`config.mk`:
```
export PLATFORM = sky130hd
export DESIGN_NAME = hazard_unit
export DESIGN_NICKNAME = d
export VERILOG_FILES = /design/src/rtl/hazard_unit.sv
export SDC_FILE = /design/constraint.sdc
export NUM_CORES = 1
export LEC_CHECK = 0
export CAP_MARGIN = 10
export CORE_MARGIN = 3
export CORE_UTILIZATION = 35
export DETAILED_ROUTE_END_ITERATION = 10
export PLACE_DENSITY_LB_ADDON = 0.08
export SLEW_MARGIN = 10
export SYNTH_ARGS = -nofsm -noshare
export SYNTH_HDL_FRONTEND = slang
export SYNTH_SLANG_ARGS = --single-unit
```
`constraint.sdc`:
```
create_clock -name hu_clk -period 2.1 [get_ports hu_clk]
set_clock_uncertainty 0.1 [all_clocks]
set_input_delay 0.21 -clock hu_clk [delete_from_list [all_inputs] [get_ports hu_clk]]
set_output_delay 0.21 -clock hu_clk [all_outputs]
set_load 0.02 [all_outputs]
```
`src/rtl/hazard_unit.sv`:
```
// Stall/flush controller for the 5-stage RV32 pipeline: load-use interlock, redirect flush, multi-cycle wait.
// Optional HU_PERF_CNT_EN macro adds 32-bit load-use / flush-entry / multi-cycle-wait event counters.
module hazard_unit #(
    parameter int AWIDTH       = 5,
    parameter int FLUSH_CYCLES = 2,
    parameter int MC_TIMEOUT   = 64
) (
    input  logic              hu_clk,
    input  logic              hu_rst,
    input  logic              hu_i_ds_valid,
    input  logic [AWIDTH-1:0] hu_i_ds_rs1,
    input  logic [AWIDTH-1:0] hu_i_ds_rs2,
    input  logic              hu_i_ds_use_rs2,
    input  logic              hu_i_ex_valid,
    input  logic              hu_i_ex_is_load,
    input  logic [AWIDTH-1:0] hu_i_ex_rd,
    input  logic              hu_i_redirect,
    input  logic              hu_i_mc_start,
    input  logic              hu_i_mc_done,
    output logic              hu_o_fs_stall,
    output logic              hu_o_ds_stall,
    output logic              hu_o_ds_flush,
    output logic              hu_o_es_stall,
    output logic              hu_o_es_flush,
    output logic              hu_o_timeout,
    output logic [1:0]        hu_o_state
`ifdef HU_PERF_CNT_EN
    ,
    output logic [31:0]       hu_o_lu_cnt,
    output logic [31:0]       hu_o_flush_cnt,
    output logic [31:0]       hu_o_mc_cnt
`endif
);

    typedef enum logic [1:0] {
        ST_RUN     = 2'd0,
        ST_FLUSH   = 2'd1,
        ST_MC_WAIT = 2'd2
    } state_t;

    localparam logic [3:0] FLUSH_LOAD        = 4'(FLUSH_CYCLES - 1);
    localparam logic [3:0] FLUSH_FULL        = 4'(FLUSH_CYCLES);
    localparam logic [9:0] MC_LAST           = 10'(MC_TIMEOUT - 1);
    localparam bit         REDIRECT_TO_FLUSH = (FLUSH_CYCLES > 1);

    state_t     state, state_nxt;
    logic [3:0] flush_cnt, flush_cnt_nxt;
    logic [9:0] mc_cnt, mc_cnt_nxt;

    logic lu_hit;
    logic fs_stall, ds_stall, ds_flush, es_stall, es_flush, timeout;
    logic lu_stall, flush_entry;

    assign lu_hit = hu_i_ex_valid & hu_i_ex_is_load & hu_i_ds_valid &
                    (hu_i_ex_rd != '0) &
                    ((hu_i_ex_rd == hu_i_ds_rs1) |
                     (hu_i_ds_use_rs2 & (hu_i_ex_rd == hu_i_ds_rs2)));

    always_ff @(posedge hu_clk or negedge hu_rst) begin
        if (!hu_rst) begin
            state     <= ST_RUN;
            flush_cnt <= '0;
            mc_cnt    <= '0;
        end else begin
            state     <= state_nxt;
            flush_cnt <= flush_cnt_nxt;
            mc_cnt    <= mc_cnt_nxt;
        end
    end

    always_comb begin
        state_nxt     = state;
        flush_cnt_nxt = flush_cnt;
        mc_cnt_nxt    = mc_cnt;
        fs_stall      = 1'b0;
        ds_stall      = 1'b0;
        ds_flush      = 1'b0;
        es_stall      = 1'b0;
        es_flush      = 1'b0;
        timeout       = 1'b0;
        lu_stall      = 1'b0;
        flush_entry   = 1'b0;
        case (state)
            ST_RUN: begin
                if (hu_i_redirect) begin
                    ds_flush      = 1'b1;
                    es_flush      = 1'b1;
                    flush_cnt_nxt = FLUSH_LOAD;
                    if (REDIRECT_TO_FLUSH) begin
                        state_nxt   = ST_FLUSH;
                        flush_entry = 1'b1;
                    end
                end else if (hu_i_mc_start) begin
                    // A start that completes in the same cycle behaves like a single-cycle op.
                    if (!hu_i_mc_done) begin
                        fs_stall   = 1'b1;
                        ds_stall   = 1'b1;
                        es_stall   = 1'b1;
                        mc_cnt_nxt = '0;
                        state_nxt  = ST_MC_WAIT;
                    end
                end else if (lu_hit) begin
                    fs_stall = 1'b1;
                    ds_stall = 1'b1;
                    es_flush = 1'b1;
                    lu_stall = 1'b1;
                end
            end
            ST_FLUSH: begin
                ds_flush = 1'b1;
                es_flush = 1'b1;
                if (hu_i_redirect) begin
                    flush_cnt_nxt = FLUSH_LOAD;
                end else if (flush_cnt <= 4'd1) begin
                    flush_cnt_nxt = '0;
                    state_nxt     = ST_RUN;
                end else begin
                    flush_cnt_nxt = flush_cnt - 4'd1;
                end
            end
            ST_MC_WAIT: begin
                if (hu_i_mc_done) begin
                    state_nxt = ST_RUN;
                end else begin
                    fs_stall = 1'b1;
                    ds_stall = 1'b1;
                    es_stall = 1'b1;
                    if (mc_cnt >= MC_LAST) begin
                        // Timeout has no redirect cycle of its own, so FLUSH runs the full count.
                        timeout       = 1'b1;
                        ds_flush      = 1'b1;
                        es_flush      = 1'b1;
                        flush_cnt_nxt = FLUSH_FULL;
                        state_nxt     = ST_FLUSH;
                        flush_entry   = 1'b1;
                    end else begin
                        mc_cnt_nxt = mc_cnt + 10'd1;
                    end
                end
            end
            default: begin
                state_nxt = ST_RUN;
            end
        endcase
    end

    assign hu_o_fs_stall = hu_rst & fs_stall;
    assign hu_o_ds_stall = hu_rst & ds_stall;
    assign hu_o_ds_flush = hu_rst & ds_flush;
    assign hu_o_es_stall = hu_rst & es_stall;
    assign hu_o_es_flush = hu_rst & es_flush;
    assign hu_o_timeout  = hu_rst & timeout;
    assign hu_o_state    = state;

`ifdef HU_PERF_CNT_EN
    logic [31:0] perf_lu, perf_flush, perf_mc;

    always_ff @(posedge hu_clk or negedge hu_rst) begin
        if (!hu_rst) begin
            perf_lu    <= '0;
            perf_flush <= '0;
            perf_mc    <= '0;
        end else begin
            if (lu_stall)
                perf_lu <= perf_lu + 32'd1;
            if (flush_entry)
                perf_flush <= perf_flush + 32'd1;
            if (state == ST_MC_WAIT)
                perf_mc <= perf_mc + 32'd1;
        end
    end

    assign hu_o_lu_cnt    = perf_lu;
    assign hu_o_flush_cnt = perf_flush;
    assign hu_o_mc_cnt    = perf_mc;
`endif

endmodule

```
# Word-level counts from Yosys, hierarchy flattened
# Index checks and enable logic that the tools add are counted.
totals:
  regBits: 16
  inputBits: 24
  out_inout_bits: 8
op_classes:
  n_addsub: 2
  order_cmp: 2
  eq_ne: 16
  mux: 36
  bitwise_logic: 11
  n_reduce_logical: 7
op_table:
  columns: ["op", "count"]
  rows:
  - ["$mux 10", 5]
  - ["$mux 4", 5]
  - ["$pmux 10 s2", 1]
  - ["$ne 2x2->1 const B", 9]
  - ["$mux 2", 7]
  - ["$mux 1", 12]
  - ["$pmux 4 s3", 1]
  - ["$add 10x1->10 const B", 1]
  - ["$and 1x1->1", 10]
  - ["$eq 5x5->1", 2]
  - ["$ge 10x6->1 const B", 1]
  - ["$ne 3x3->1 const B", 3]
  - ["$pmux 1 s3", 2]
  - ["$pmux 2 s3", 1]
  - ["$reduce_and 6->1", 1]
  - ["$reduce_and 5->1", 1]
  - ["$reduce_bool 5->1", 1]
  - ["$le 4x1->1 const B", 1]
  - ["$pmux 1 s2", 2]
  - ["$reduce_and 4->1", 1]
  - ["$sub 4x1->4 const B", 1]
  - ["$reduce_bool 3->1", 1]
  - ["$eq 2x1->1 const B", 1]
  - ["$eq 2x2->1 const B", 1]
  - ["other kinds (3)", 3]

# Logic depth before layout (Yosys ltp)
depth:
  depth_word: 9
  mapped_depth: 8
  ltp_nobuf: 7

# Worst setup path after synthesis
# No wires, ideal clock.
synth_path:
  path_kind: "reg-to-output"
  from: "register state[0], in the netlist hu_o_state[0]"
  to: "output hu_o_fs_stall"
  arrival_time_ps: 2287
  t_required_ps: 1790
  slack_ps: -497
  path_stages_with_launch: 8
  path_cell_list: "dfrtp_1 > inv_1 > ha_1 > clkbuf_1 > a21oi_1 > nor3b_1 > o21bai_1 > buf_4"
synth_via:
  elab_chain_len: 3
synth_rtl:
  columns: ["item", "line_no", "text"]
  rows:
  - ["start: declaration", "46", "state_t state, state_nxt;"]
  - ["start signal: assignment", "65", "state <= state_nxt;"]
  - ["$eq 2x2->1 or $logic_not 2->1 (tied branches)", null, null]
  - ["$pmux 1 s2 (*)", null, null]
  - ["$and 1x1->1 (*)", null, null]
  - ["end: declaration", "20", "output logic hu_o_fs_stall,"]
# Mark *: on every way between the ends. The rest lies on a longest branch, timed or not.

# Worst setup path after layout
layout_path:
  from: "input hu_i_ex_rd[3]"
  to: "output hu_o_es_flush"
layout_via:
  elab_chain_len: 9
layout_rtl:
  columns: ["item", "line_no", "text"]
  rows:
  - ["start: declaration", "16", "input logic [AWIDTH-1:0] hu_i_ex_rd,"]
  - ["$eq 5x5->1", "57", "(hu_i_ds_use_rs2 & (hu_i_ex_rd == hu_i_ds_rs2)));"]
  - ["$and 1x1->1", "57", null]
  - ["$or 1x1->1", "56", "((hu_i_ex_rd == hu_i_ds_rs1) |"]
  - ["$and 1x1->1 (*)", "55", "(hu_i_ex_rd != '0) &"]
  - ["$mux 1 (*)", "102", "end else if (lu_hit) begin"]
  - ["$mux 1 (*)", "93", "end else if (hu_i_mc_start) begin"]
  - ["$mux 1 (*)", "85", "if (hu_i_redirect) begin"]
  - ["$pmux 1 s3 (*)", "83", "case (state)"]
  - ["$and 1x1->1 (*)", "151", "assign hu_o_es_flush = hu_rst & es_flush;"]
  - ["end: declaration", "24", "output logic hu_o_es_flush,"]
# Marks and branches as above.

==> results.txt <==
number of port buffers: 31
top post-synthesis cells by count: sky130_fd_sc_hd__dfrtp_1 (16), sky130_fd_sc_hd__xnor2_1 (11), sky130_fd_sc_hd__nor2_1 (9), sky130_fd_sc_hd__ha_1 (7), sky130_fd_sc_hd__nor2b_1 (7)
sinks on the clock net: 16
Crit path max-delay family: buffers and inverters
Setup crit start kind: primary input
maximum single-stage delay on the critical path: 490 ps
Mapped Avg Cell Area: 9.49 um^2
starting density of the core: 0.373
final estimated routing congestion in global placement: 0.766
pwr dens: 820 nW/um^2
wire length of the first global-routing pass: 5480 um
worst relative slew slack: 0.795
flip-flop and latch count after synthesis: 16
cell accounting for the most synthesized area: sky130_fd_sc_hd__dfrtp_1
root buffer cell: sky130_fd_sc_hd__clkbuf_4
Skew-Pair Late Insertion Delay: 280 ps
post-synth net total: 153
critical-path cell with the highest stage delay: sky130_fd_sc_hd__or4_1
number of antenna violations at the first check in global routing: 0
total design power: 1.49 mW
number of setup violations in the final report: 0
cell with the most instances on the worst path: sky130_fd_sc_hd__buf_4
Worst Setup Path Type: in2out
antenna diode count: 0
CP Data Required Time: 1790 ps
Tot GR Track Use: 0.167
type of element capturing the critical path: output port
part of the cycle the worst path needs: 0.980
leakage dissipation: 0.831 nW
unique cell type count in the Yosys netlist: 44
total vias in the final route: 1,129
EDFF count, synth: 0
critical path cell sequence: clkdlybuf4s50_1 -> or4_1 -> o2111ai_1 -> buf_4 -> a21oi_1 -> buf_4
first-pass iteration count of the detailed router: 4
post-cts hold buffer count: 0
part of the Yosys area used for sequential elements: 0.346
top cell type's share of synthesized area: 0.346
Achievable Freq: 486 MHz
number of H-tree branching levels: 1
total count of max-transition violations in the final report: 0
maximum clock path buffer count: 2
area growth from synthesis to final layout: 57.2%
worst slew pin tran: 302 ps
worst-case vdd ir drop: 0.000447 V
number of global-route vias before repair: 1,225
endpoint arrival time on the critical path: 1750 ps
total of max-cap violations: 0
count of endpoints failing hold in the final timing report: 0
minimum clock period: 2060 ps
timing startpoint of the critical path: hu_i_ex_rd[3]
status: complete, no violations
average via count per standard cell: 4.97
average wire per standard cell: 13.7 um
post-route DRC violation count: 0
IO Pins: 32
layout cells sized above 1: 0.328
CP max FO: 3
critical path buffer and inverter count: 3
most instantiated flip-flop cell in the synthesis netlist: sky130_fd_sc_hd__dfrtp_1
DRT iter0 DRCs: 67
class of the worst hold path: in2async
reg-to-reg critical path startpoint: hu_o_state[0]
Worst-path clk slew: 90 ps
ys async rst share: 1.00
core area: 3100 um^2
most instantiated library cell after synthesis: sky130_fd_sc_hd__dfrtp_1
number of rows in the core area: 20
Detailed Place HPWL: 2520 um
vertical die dimension: 63.5 um
floorplan die area: 4030 um^2
worst hold slack across all endpoints: 199 ps
gate count of the mapped netlist: 122
routed wire length: 3110 um
leading post-synthesis cells by cell area: sky130_fd_sc_hd__dfrtp_1 (35%), sky130_fd_sc_hd__xnor2_1 (8.3%), sky130_fd_sc_hd__ha_1 (7.6%)
clock tree from TritonCTS: yes
count of nets after finishing: 215
Inserted Clock Buffers: 3
maximum number of pins on one net before global-route repair: 12
number of nets still failing antenna checks after routing: 0
width of the die: 63.5 um
final global-route overflow total: 0
post-synth design cell area: 1160 um^2
count of synthesis-stage warnings from yosys: 0
routing by layer:
metal / part of all wire / global-route usage / wire [um] / up-vias
met4: 0.0068 / 0.0377 / 21 / 0
met1: 0.49 / 0.219 / 1530 / 530
met3: 0.050 / 0.0392 / 155 / 2
met2: 0.45 / 0.278 / 1400 / 27
met5: 0 / 0 / 0 / -
li1: - / - / - / 570
worst reg2reg max path: stages (launching register included):
cell                       delay (ps)
sky130_fd_sc_hd__dfrtp_2          420
sky130_fd_sc_hd__inv_2             80
sky130_fd_sc_hd__ha_2             220
sky130_fd_sc_hd__buf_6            160
sky130_fd_sc_hd__nand2b_1          80
sky130_fd_sc_hd__a21o_4           250
sky130_fd_sc_hd__a211oi_2         220
sky130_fd_sc_hd__buf_4            150
sky130_fd_sc_hd__xnor2_1          120
sky130_fd_sc_hd__nor2_1            60
final timing paths:
| path | end | slack (ps) | cells after the start |
|---|---|---|---|
| max | hu_o_es_flush | 40 | 6 |
| min | mc_cnt[0] | 200 | 2 |
| min reg2reg | mc_cnt[5] | 400 | 1 |
| min in group hu_clk | mc_cnt[5] | 400 | 1 |
| max reg2reg | mc_cnt[3] | 140 | 9 |
| max in group asynchronous | hu_o_state[0] | 1410 | 3 |
sequential cells by signal, indices dropped and copies added (netlist names):
signal / flops
hu_o_state: 2
mc_cnt: 10
flush_cnt: 4
layout make-up:
class | count | area [um^2]
inverters | 6 | 22.5
flip-flops and latches | 16 | 403
well taps | 44 | 55.1
clock buffers | 4 | 26.3
multi-input cells | 97 | 793
repair buffers | 60 | 519
fillers | 295 | 1280
cells in the final DEF (no fill, tap or decap), types with 3 or more instances in the layout:
master | synthesis | routed
sky130_fd_sc_hd__buf_4 | 1 | 30
sky130_fd_sc_hd__ha_1 | 7 | 4
sky130_fd_sc_hd__nand3_1 | 4 | 4
sky130_fd_sc_hd__nand2_1 | 6 | 5
sky130_fd_sc_hd__inv_1 | 6 | 4
sky130_fd_sc_hd__nor2b_1 | 7 | 5
sky130_fd_sc_hd__a22o_1 | 5 | 5
sky130_fd_sc_hd__a21oi_1 | 5 | 5
sky130_fd_sc_hd__o21ai_0 | 3 | 3
sky130_fd_sc_hd__dlymetal6s2s_1 | 0 | 3
sky130_fd_sc_hd__a211oi_1 | 4 | 3
sky130_fd_sc_hd__dfrtp_1 | 16 | 14
sky130_fd_sc_hd__nor2_1 | 9 | 9
sky130_fd_sc_hd__xnor2_1 | 11 | 11
sky130_fd_sc_hd__clkdlybuf4s50_1 | 0 | 21
sky130_fd_sc_hd__clkbuf_4 | 0 | 3
stage by stage:
stage,utilization,worst slack [ps],cell area (um^2),setup TNS [ps],instances
3_3_place_gp,0.563,-397,1750,-1430,222
6_report,0.586,41.8,1820,0,227
2_1_floorplan,-,6.45,1200,0,122
4_1_cts,0.570,1.65,1770,0,226
5_1_grt,0.586,-1.46,1820,-1.46,227
3_5_place_dp,0.563,-389,1750,-1360,222
cell families (layout without fill, tap and decap cells):
logic type               count (synthesis)  in the layout  synth area share
AO/OA/AOI/OAI                           32             32             0.205
XOR/XNOR                                11             11            0.0832
adder cells (fa/ha/maj)                  7              7            0.0757
buffers and inverters                    9             70            0.0335
flip-flops                              16             16             0.346
multiplexers                             4              4            0.0389
AND/OR/NAND/NOR                         43             43             0.217
power breakdown:
part | total (mW) | switching (mW) | internal, mW
combinational | 0.914 | 0.447 | 0.467
sequential | 0.409 | 0.0438 | 0.365
clock | 0.168 | 0.0947 | 0.0736
total | 1.49 | 0.586 | 0.905
timing repair:
action	4_1_cts	5_1_grt
gates resized for setup	25	20
endpoints found under the setup margin	7	12
pin swaps	2	7
buffers inserted	0	1
(Power assumes the default switching activity.)
